**config.mk**
```make
export PLATFORM = sky130hd
export DESIGN_NAME = instruction_sequencer
export DESIGN_NICKNAME = d
export VERILOG_FILES = /design/src/rtl/instruction_sequencer.sv
export SDC_FILE = /design/constraint.sdc
export NUM_CORES = 2
export LEC_CHECK = 0
export ABC_AREA = 1
export CAP_MARGIN = 20
export CORE_UTILIZATION = 45
export CTS_CLUSTER_SIZE = 40
export DETAILED_ROUTE_END_ITERATION = 16
export HOLD_SLACK_MARGIN = 0.12
export SLEW_MARGIN = 30
export SYNTH_ARGS = -nofsm -noshare
export SYNTH_HDL_FRONTEND = slang
export SYNTH_SLANG_ARGS = --single-unit
```
**constraint.sdc**
```tcl
create_clock -name clk -period 3.7 [get_ports clk]
set_input_delay 0.555 -clock clk [delete_from_list [all_inputs] [get_ports clk]]
set_output_delay 0.555 -clock clk [all_outputs]
set_load 0.03 [all_outputs]
```
**src/rtl/instruction_sequencer.sv**
```systemverilog
// Program buffer and issue sequencer feeding core: issues one instruction per start/busy
// handshake and flags a core that never acknowledges with busy.
module instruction_sequencer #(
    parameter int INSTRUCTION_WIDTH = 32,
    parameter int DEPTH             = 64,
    parameter int ADDR_WIDTH        = 6,
    parameter int ACK_TIMEOUT       = 8
) (
    input  logic                         clk,
    input  logic                         reset,
    input  logic                         load_en,
    input  logic [ADDR_WIDTH-1:0]        load_addr,
    input  logic [INSTRUCTION_WIDTH-1:0] load_data,
    input  logic [ADDR_WIDTH:0]          length,
    input  logic                         run,
    input  logic                         busy,
    output logic [INSTRUCTION_WIDTH-1:0] instructionOut,
    output logic                         coreStart,
    output logic [ADDR_WIDTH-1:0]        pc,
    output logic                         running,
    output logic                         done,
    output logic                         error
);

    localparam int                TW         = (ACK_TIMEOUT > 2) ? $clog2(ACK_TIMEOUT) : 1;
    localparam logic [TW-1:0]     L_TMO_LAST = TW'(ACK_TIMEOUT - 1);
    localparam logic [ADDR_WIDTH:0] L_DEPTH  = (ADDR_WIDTH + 1)'(DEPTH);

    typedef enum logic [2:0] {
        S_IDLE,
        S_ISSUE,
        S_WAIT_ACK,
        S_WAIT_DONE,
        S_DONE
    } state_t;

    state_t                         r_state;
    state_t                         w_state_next;
    logic [INSTRUCTION_WIDTH-1:0]   r_mem [DEPTH];
    logic [INSTRUCTION_WIDTH-1:0]   r_instr;
    logic [ADDR_WIDTH-1:0]          r_pc;
    logic [ADDR_WIDTH:0]            r_len;
    logic [TW-1:0]                  r_timer;
    logic                           r_error;

    logic [ADDR_WIDTH-1:0]          w_pc_inc;
    logic [TW-1:0]                  w_timer_inc;
    logic [ADDR_WIDTH:0]            w_len_clamped;
    logic                           w_start_prog;
    logic                           w_last;
    logic                           w_timeout;
    logic                           w_advance;

    assign w_pc_inc      = r_pc + ADDR_WIDTH'(1);
    assign w_timer_inc   = r_timer + TW'(1);
    assign w_len_clamped = (length > L_DEPTH) ? L_DEPTH : length;
    assign w_last        = ({1'b0, r_pc} == (r_len - (ADDR_WIDTH + 1)'(1)));
    // Timeout fires on the cycle the incremented count would reach ACK_TIMEOUT-1,
    // so error lands ACK_TIMEOUT cycles after the ISSUE cycle.
    assign w_timeout     = (r_state == S_WAIT_ACK) && !busy && (w_timer_inc == L_TMO_LAST);
    assign w_advance     = (r_state == S_WAIT_DONE) && !busy && !w_last;
    assign w_start_prog  = (r_state == S_IDLE) && run && (length != '0);

    always_ff @(posedge clk or posedge reset) begin
        if (reset) begin
            r_state <= S_IDLE;
        end else begin
            r_state <= w_state_next;
        end
    end

    always_comb begin
        w_state_next = r_state;
        case (r_state)
            S_IDLE:      if (run) w_state_next = (length != '0) ? S_ISSUE : S_DONE;
            S_ISSUE:     w_state_next = S_WAIT_ACK;
            S_WAIT_ACK: begin
                if (busy)           w_state_next = S_WAIT_DONE;
                else if (w_timeout) w_state_next = S_IDLE;
            end
            S_WAIT_DONE: if (!busy) w_state_next = w_last ? S_DONE : S_ISSUE;
            S_DONE:      w_state_next = S_IDLE;
            default:     w_state_next = S_IDLE;
        endcase
    end

    // Buffer survives reset; run wins over a same-cycle load.
    always_ff @(posedge clk) begin
        if ((r_state == S_IDLE) && load_en && !run) begin
            r_mem[load_addr] <= load_data;
        end
    end

    always_ff @(posedge clk or posedge reset) begin
        if (reset) begin
            r_instr <= '0;
            r_pc    <= '0;
            r_len   <= '0;
            r_timer <= '0;
            r_error <= 1'b0;
        end else begin
            if ((r_state == S_IDLE) && run) begin
                r_error <= 1'b0;
            end
            if (w_start_prog) begin
                r_len   <= w_len_clamped;
                r_pc    <= '0;
                r_instr <= r_mem[0];
            end
            if (r_state == S_ISSUE) begin
                r_timer <= '0;
            end
            if ((r_state == S_WAIT_ACK) && !busy) begin
                r_timer <= w_timer_inc;
                if (w_timeout) begin
                    r_error <= 1'b1;
                end
            end
            if (w_advance) begin
                r_pc    <= w_pc_inc;
                r_instr <= r_mem[w_pc_inc];
            end
        end
    end

    assign instructionOut = r_instr;
    assign coreStart      = (r_state == S_ISSUE);
    assign pc             = r_pc;
    assign running        = (r_state != S_IDLE);
    assign done           = (r_state == S_DONE);
    assign error          = r_error;

endmodule

```
Word level (Yosys, flattened, before mapping):

Memory sizes are Yosys's and may differ from the RTL's.
Index checks and enable logic that the tools add are counted.

* $add $sub $neg: 3
* multiply operators: 0
* divide/modulo/power cells: 0
* order comparisons: 1
* equality and inequality tests: 9
* shifts and indexed selects: 0
* multiplexer cells: 19
* bitwise logic cells: 0
* reductions and logical operators: 17

Operator list (count)
* $mux 32: 2
* $mux 3: 8
* $mux 6: 2
* $pmux 3 s4: 1
* $logic_and 1x1->1: 8
* $eq 6x7->1: 1
* $gt 7x7->1 const B: 1
* $mux 7: 1
* $reduce_bool 7->1: 1
* $sub 7x1->7 const B: 1
* $add 6x1->6 const B: 1
* $eq 3x2->1 const B: 2
* $eq 3x3->1 const B: 2
* $mux 1: 5
* $ne 2x2->1 const B: 2
* $reduce_bool 2->1: 2
* $add 3x1->3 const B: 1
* $eq 3x1->1 const B: 1
* $logic_not 1->1: 3
* $logic_not 3->1: 1
* $ne 3x3->1 const B: 1
* $reduce_and 3->1: 1
* $reduce_bool 3->1: 1

* register bits: 52
* bits in latches: 0
* bits in writable memories: 2048
* ROM bits: 0
* input bits: 50
* output and inout bits: 42
* logic and storage cells: 56
* memories: 1

Memories
* r_mem: words 64, bits a word 32, read ports 2, clocked after Yosys merged registers in 0, wr ports 1, line 39 `logic [INSTRUCTION_WIDTH-1:0] r_mem [DEPTH];`

Logic depth before layout (Yosys ltp):

* depth in word-level cells: 6
* gate-level depth with buffers: 14
* depth with buffers taken out: 12

Least setup slack after synthesis:

No wires, ideal clock.

* path type: register -> register
* start point: register r_state[1]
* end point: memory r_mem[14][0] (enable)
* library setup time: 0.421 ns
* arrival: 2.924 ns
* data required time: 3.279 ns
* setup slack: 0.354 ns
* cell stages (with the launch flop): 8
* buffers on the path: 0
* period minus slack after synthesis: 3.346 ns
* cells stage by stage: dfrtp_1 > nor3_1 > inv_1 > nor2_1 > nand2_1 > nor2_1 > nand3_1 > nor2_1

* longest elaborated chain between the ends: 5

RTL lines
* start: declaration: line 37 `state_t r_state;`
* start signal: assignment: line 68 `r_state <= w_state_next;`
* $logic_not 3->1: line 89 `if ((r_state == S_IDLE) && load_en && !run) begin`
* $logic_and 1x1->1 (2 in series): line 89
* $mux 1: line 89
* $mux 1 (implied by the code): line 90 `r_mem[load_addr] <= load_data;`
* end: declaration: line 39

No other way between the ends.

Final worst setup path:

* start point: register r_pc[0] (netlist: pc[0])
* end point: register r_instr[29] (netlist: instructionOut[29])

* longest elaborated chain between the ends: 4
* elaborated cells between the ends (all ways): 7
* classes of those cells: add/sub (1); eq/ne (1); mux (1); reduce/logical (3); memory (1)

RTL lines
* start: declaration: line 41 `logic [ADDR_WIDTH-1:0] r_pc;`
* start signal: assignment: line 120 `r_pc <= w_pc_inc;`
* branches (longest 4 deep; another with $mem_v2 64x32)
* end signal: assignment: line 108 `r_instr <= r_mem[0];`
* end signal: assignment: line 121 `r_instr <= r_mem[w_pc_inc];`
* end: declaration: line 40 `logic [INSTRUCTION_WIDTH-1:0] r_instr;`

Parallel ways; which one is timed is not known.
A chain may end at the register's enable or synchronous reset.

==> results.md <==
* Post-layout minimum cycle time at approximately 3.4 ns
* Buffer levels on the longest clock path at 3
* VDD IR max at ~1 mV
* Internal Dissipation at between 40 and 50 mW
* Total gr overflow at 0
* Most common cell after layout, fill and taps aside: nand2_1
* Total of fill cells in the finished design at about 16000
* Number of antenna violations at the first check in global routing at 17
* CTS clk-pin slew, worst paths at around 0.060 ns
* Number of clock sinks seen by CTS at 2100
* Global-route wire length before repair at between 300000 and 400000 um
* Maximum level of the CTS H-tree at 4
* Die outline height at between 400 and 500 um
* Pin count of the biggest net entering global routing at between 150 and 200
* Post-route ant nets at 0
* Detailed-routed wire length on met3 at approximately 22000 um
* Ratio of routed vias to standard cells at 5.80
* Worst hold-check path type: in -> reg
* Wire length on met2 at 122000 um
* Crit share post-route at 0.927
* Average instance area after synthesis at roughly 12 um^2
* Setup skew after layout at 0.0546 ns
* Tot GR Track Use at 0.272
* Depth of the most critical reg-to-reg path at 10
* Die Area at around 190000 um^2
* Synth Area in Compound Gates at 0.00170
* Number of storage elements in the synthesis netlist at 2100
* Number of buffers inserted during clock tree synthesis at approximately 210
* Finished Core Util at 0.518
* Critical path data required time at between 4 and 5 ns
* Startpoint of the lowest-slack register-to-register path: pc[0]
* Combinational fraction of design power at 0.326
* Violation count after the first detailed-routing iteration at ~8000
* Top layer reached by signal wires: met5
* Net Sw Frac at 0.371
* Post-synthesis net count at 7114
* Dominant combinational cell family by area after synthesis: simple AND/OR/NAND/NOR gates
* Post-CTS Resized at 0
* Synth Area in Simple Gates at 0.227
* # nets final at ~7200
* Most used cells in the layout excluding fill and tap cells: 2313 x nand2_1, 2048 x edfxtp_1, 2004 x nand3_1
* Clock Root Buffer: clkbuf_16
* Crit-path max cell delay at between 0.5 and 0.6 ns
* Crit Path Class: reg -> reg
* Via count of the first global-routing pass at around 53000
* Max Freq at just under 300 MHz
* Routed length on met1 at 105000 um
* Lkg Pwr at about 34 nW
* Parity-gate share of the synthesized area counting xor and xnor cells at 0.000518
* Actual slew at the worst max-slew pin at around 1.0 ns
* Sort of element at the start of the critical path: flip-flop
* Clock tree from TritonCTS: done
* P_sw at about 26 mW
* Placer Congestion at just under 0.9
* Pre-CTS setup slack at approximately 0.42 ns
* Ratio of cells with drive above 1 in the final layout at 0.0868
* Number of slew-limit violations in the final report at 0
* Status: finished clean
* DP Wirelength at 148000 um
* Cell variety after synth at 34
* Signed area change from the synthesized netlist to the final layout at 13.9%
* Core Rows at ~160
* Adder-cell area share of the yosys netlist at 0.000592
* Total number of cells along the worst setup path at 10
* Flop2flop setup slack at 0.27 ns
* Post-synth top area share at 0.727
* Detailed-route DRC error count at 0
* Worst relative slew slack at 0.307
* Chip width at around 440 um
* Gate count after technology mapping at 7060
* Relative contribution of the clock network to total power at 0.291
* Sequential cell area fraction in the yosys report at 0.743
* Crit path cell chain: buf_4, buf_12, nand2_1, nand3_1, nand3_1, nand3_1, nand3_1, nand3_1, nand3_1, nand2_1
* CP Capture Type: flip-flop
* Worst Setup EP: instructionOut[29]
* Maximum net fanout on the critical path at 178
* Total detailed-routing wirelength at approximately 260000 um
* Library cell with the largest summed area after synthesis: edfxtp_1
* Power share of the sequential group at 0.383
* Crit path max-delay cell type: dfrtp_4
* Vias at 56800
* Synth Warn # at 0
* Data arrival time of the worst path at 4.20 ns
* Drt first pass iters at 6
* Setup repair after global routing missed its margin: no
* Initial standard-cell utilization of the core at 0.455
* Max-cap violations at 0
* Clock latency at the later pin of the worst-skew pair at around 0.86 ns
* Setup-failing EPs final at 0
* Mux share of post-synthesis cell area at 0.000474
* Pwr dens at roughly 730 nW/um^2
* Final worst slack at between 0.2 and 0.3 ns
* Setup TNS Final at 0 ns
* Kind of cell adding the most delay to the critical path: simple AND/OR/NAND/NOR gates
* Top-Level Pins at 92
* Area of the placeable core at 186000 um^2
* Count of final hold-check violations at 0
* Worst path buffer plus inverter count at 2
* Dominant cells by area after synthesis: edfxtp_1 73%, nand3_1 12%, nand2_1 10%
* Area of the mapped netlist at around 85000 um^2
* Number of buffers inserted by port buffering at 91
* Worst setup path startpoint: pc[0]
* Most used cell along the critical path: nand3_1
* Reg-to-reg critical path endpoint: instructionOut[29]
* Routed WL per cell at ~27 um
layer usage:
metal	up-vias	GRT usage
li1	25300	-
met2	2881	0.424
met5	-	0
met1	28300	0.373
met4	6	0.131
met3	437	0.0429
layout make-up:
class / instances / area [um^2] / share of cell area
inverters: 39 / 170 / 0.00177
clock inverters: 108 / 847 / 0.00879
diodes: 6 / 15.0 / 0.000156
well taps: 2480 / 3100 / 0.0322
clock buffers: 280 / 5690 / 0.0591
flip-flops and latches: 2100 / 62800 / 0.652
multi-input cells: 4464 / 20000 / 0.208
repair buffers: 327 / 3680 / 0.0383
through the flow:
stage                     cells  cell area, um^2  power (mW)  hold WS, ns
after floorplan            7060            84600        40.8        0.475
after global placement     9404            89600        50.1        0.505
after detailed placement   9406            89700        50.2        0.518
after CTS                  9796            96300        70.4        0.208
after global routing       9800            96300        73.1        0.165
final                      9804            96300        70.5        0.197
how the worst min path moves through the flow:
stage	endpoint	slack (ns)	from	cells past startpoint
2_1_floorplan	r_len[6]	0.47	r_len[6]	2
3_3_place_gp	error	0.51	error	2
3_5_place_dp	error	0.52	error	2
4_1_cts	r_mem[5][30]	0.21	load_data[30]	1
5_1_grt	r_mem[43][12]	0.17	load_data[12]	1
6_report	r_mem[33][12]	0.20	load_data[12]	1
worst register-to-register path, stage by stage (launching register included):
cell     delay, ns
dfrtp_4       0.56
buf_4         0.34
buf_12        0.51
nand2_1       0.44
nand3_1       0.14
nand3_1       0.22
nand3_1       0.25
nand3_1       0.37
nand3_1       0.35
nand3_1       0.12
nand2_1       0.07
flip-flops by register name, summed over array words and instances, names as in the netlist:
register	count
r_mem	2048
instructionOut	32
r_len	7
pc	6
r_state	3
r_timer	3
error	1
logic make-up (layout without fill, tap and decap cells):
group / after synthesis / in the layout
flip-flops: 2100 / 2100
XOR/XNOR: 5 / 5
other: 0 / 6
AND/OR/NAND/NOR: 4426 / 4426
buffers and inverters: 496 / 754
multiplexers: 4 / 4
AO/OA/AOI/OAI: 25 / 25
adder cells (fa/ha/maj): 4 / 4
synthesized netlist by cell type, drive strengths merged:
cell and instances:
a21boi 1, a21oi 3, buf 352, clkbuf 105, clkinv 1, dfrtp 52, edfxtp 2048, ha 4
inv 38, mux2i 4, nand2 2316, nand3 2004, nand3b 1, nand4 3, nor2 91, nor3 5
nor3b 1, nor4 1, o211ai 1, o21ai 18, o22ai 2, or2 4, xnor2 3, xor2 2
power by group through the flow:
stage	registers (mW)	logic [mW]	clock network, mW
floorplan	27.4	13.4	0
global placement	27.5	22.6	0
detailed placement	27.5	22.7	0
CTS	27.0	22.8	20.7
global route	26.9	24.6	21.5
finish	27.0	23.0	20.5
repair_timing:
| item | 4_1_cts | 5_1_grt |
|---|---|---|
| buffers inserted | 0 | 0 |
| endpoints found under the setup margin | 0 | 0 |
| hold endpoints to repair | 2 | 0 |
| hold buffers | 2 | 0 |
(Power assumes the default switching activity.)
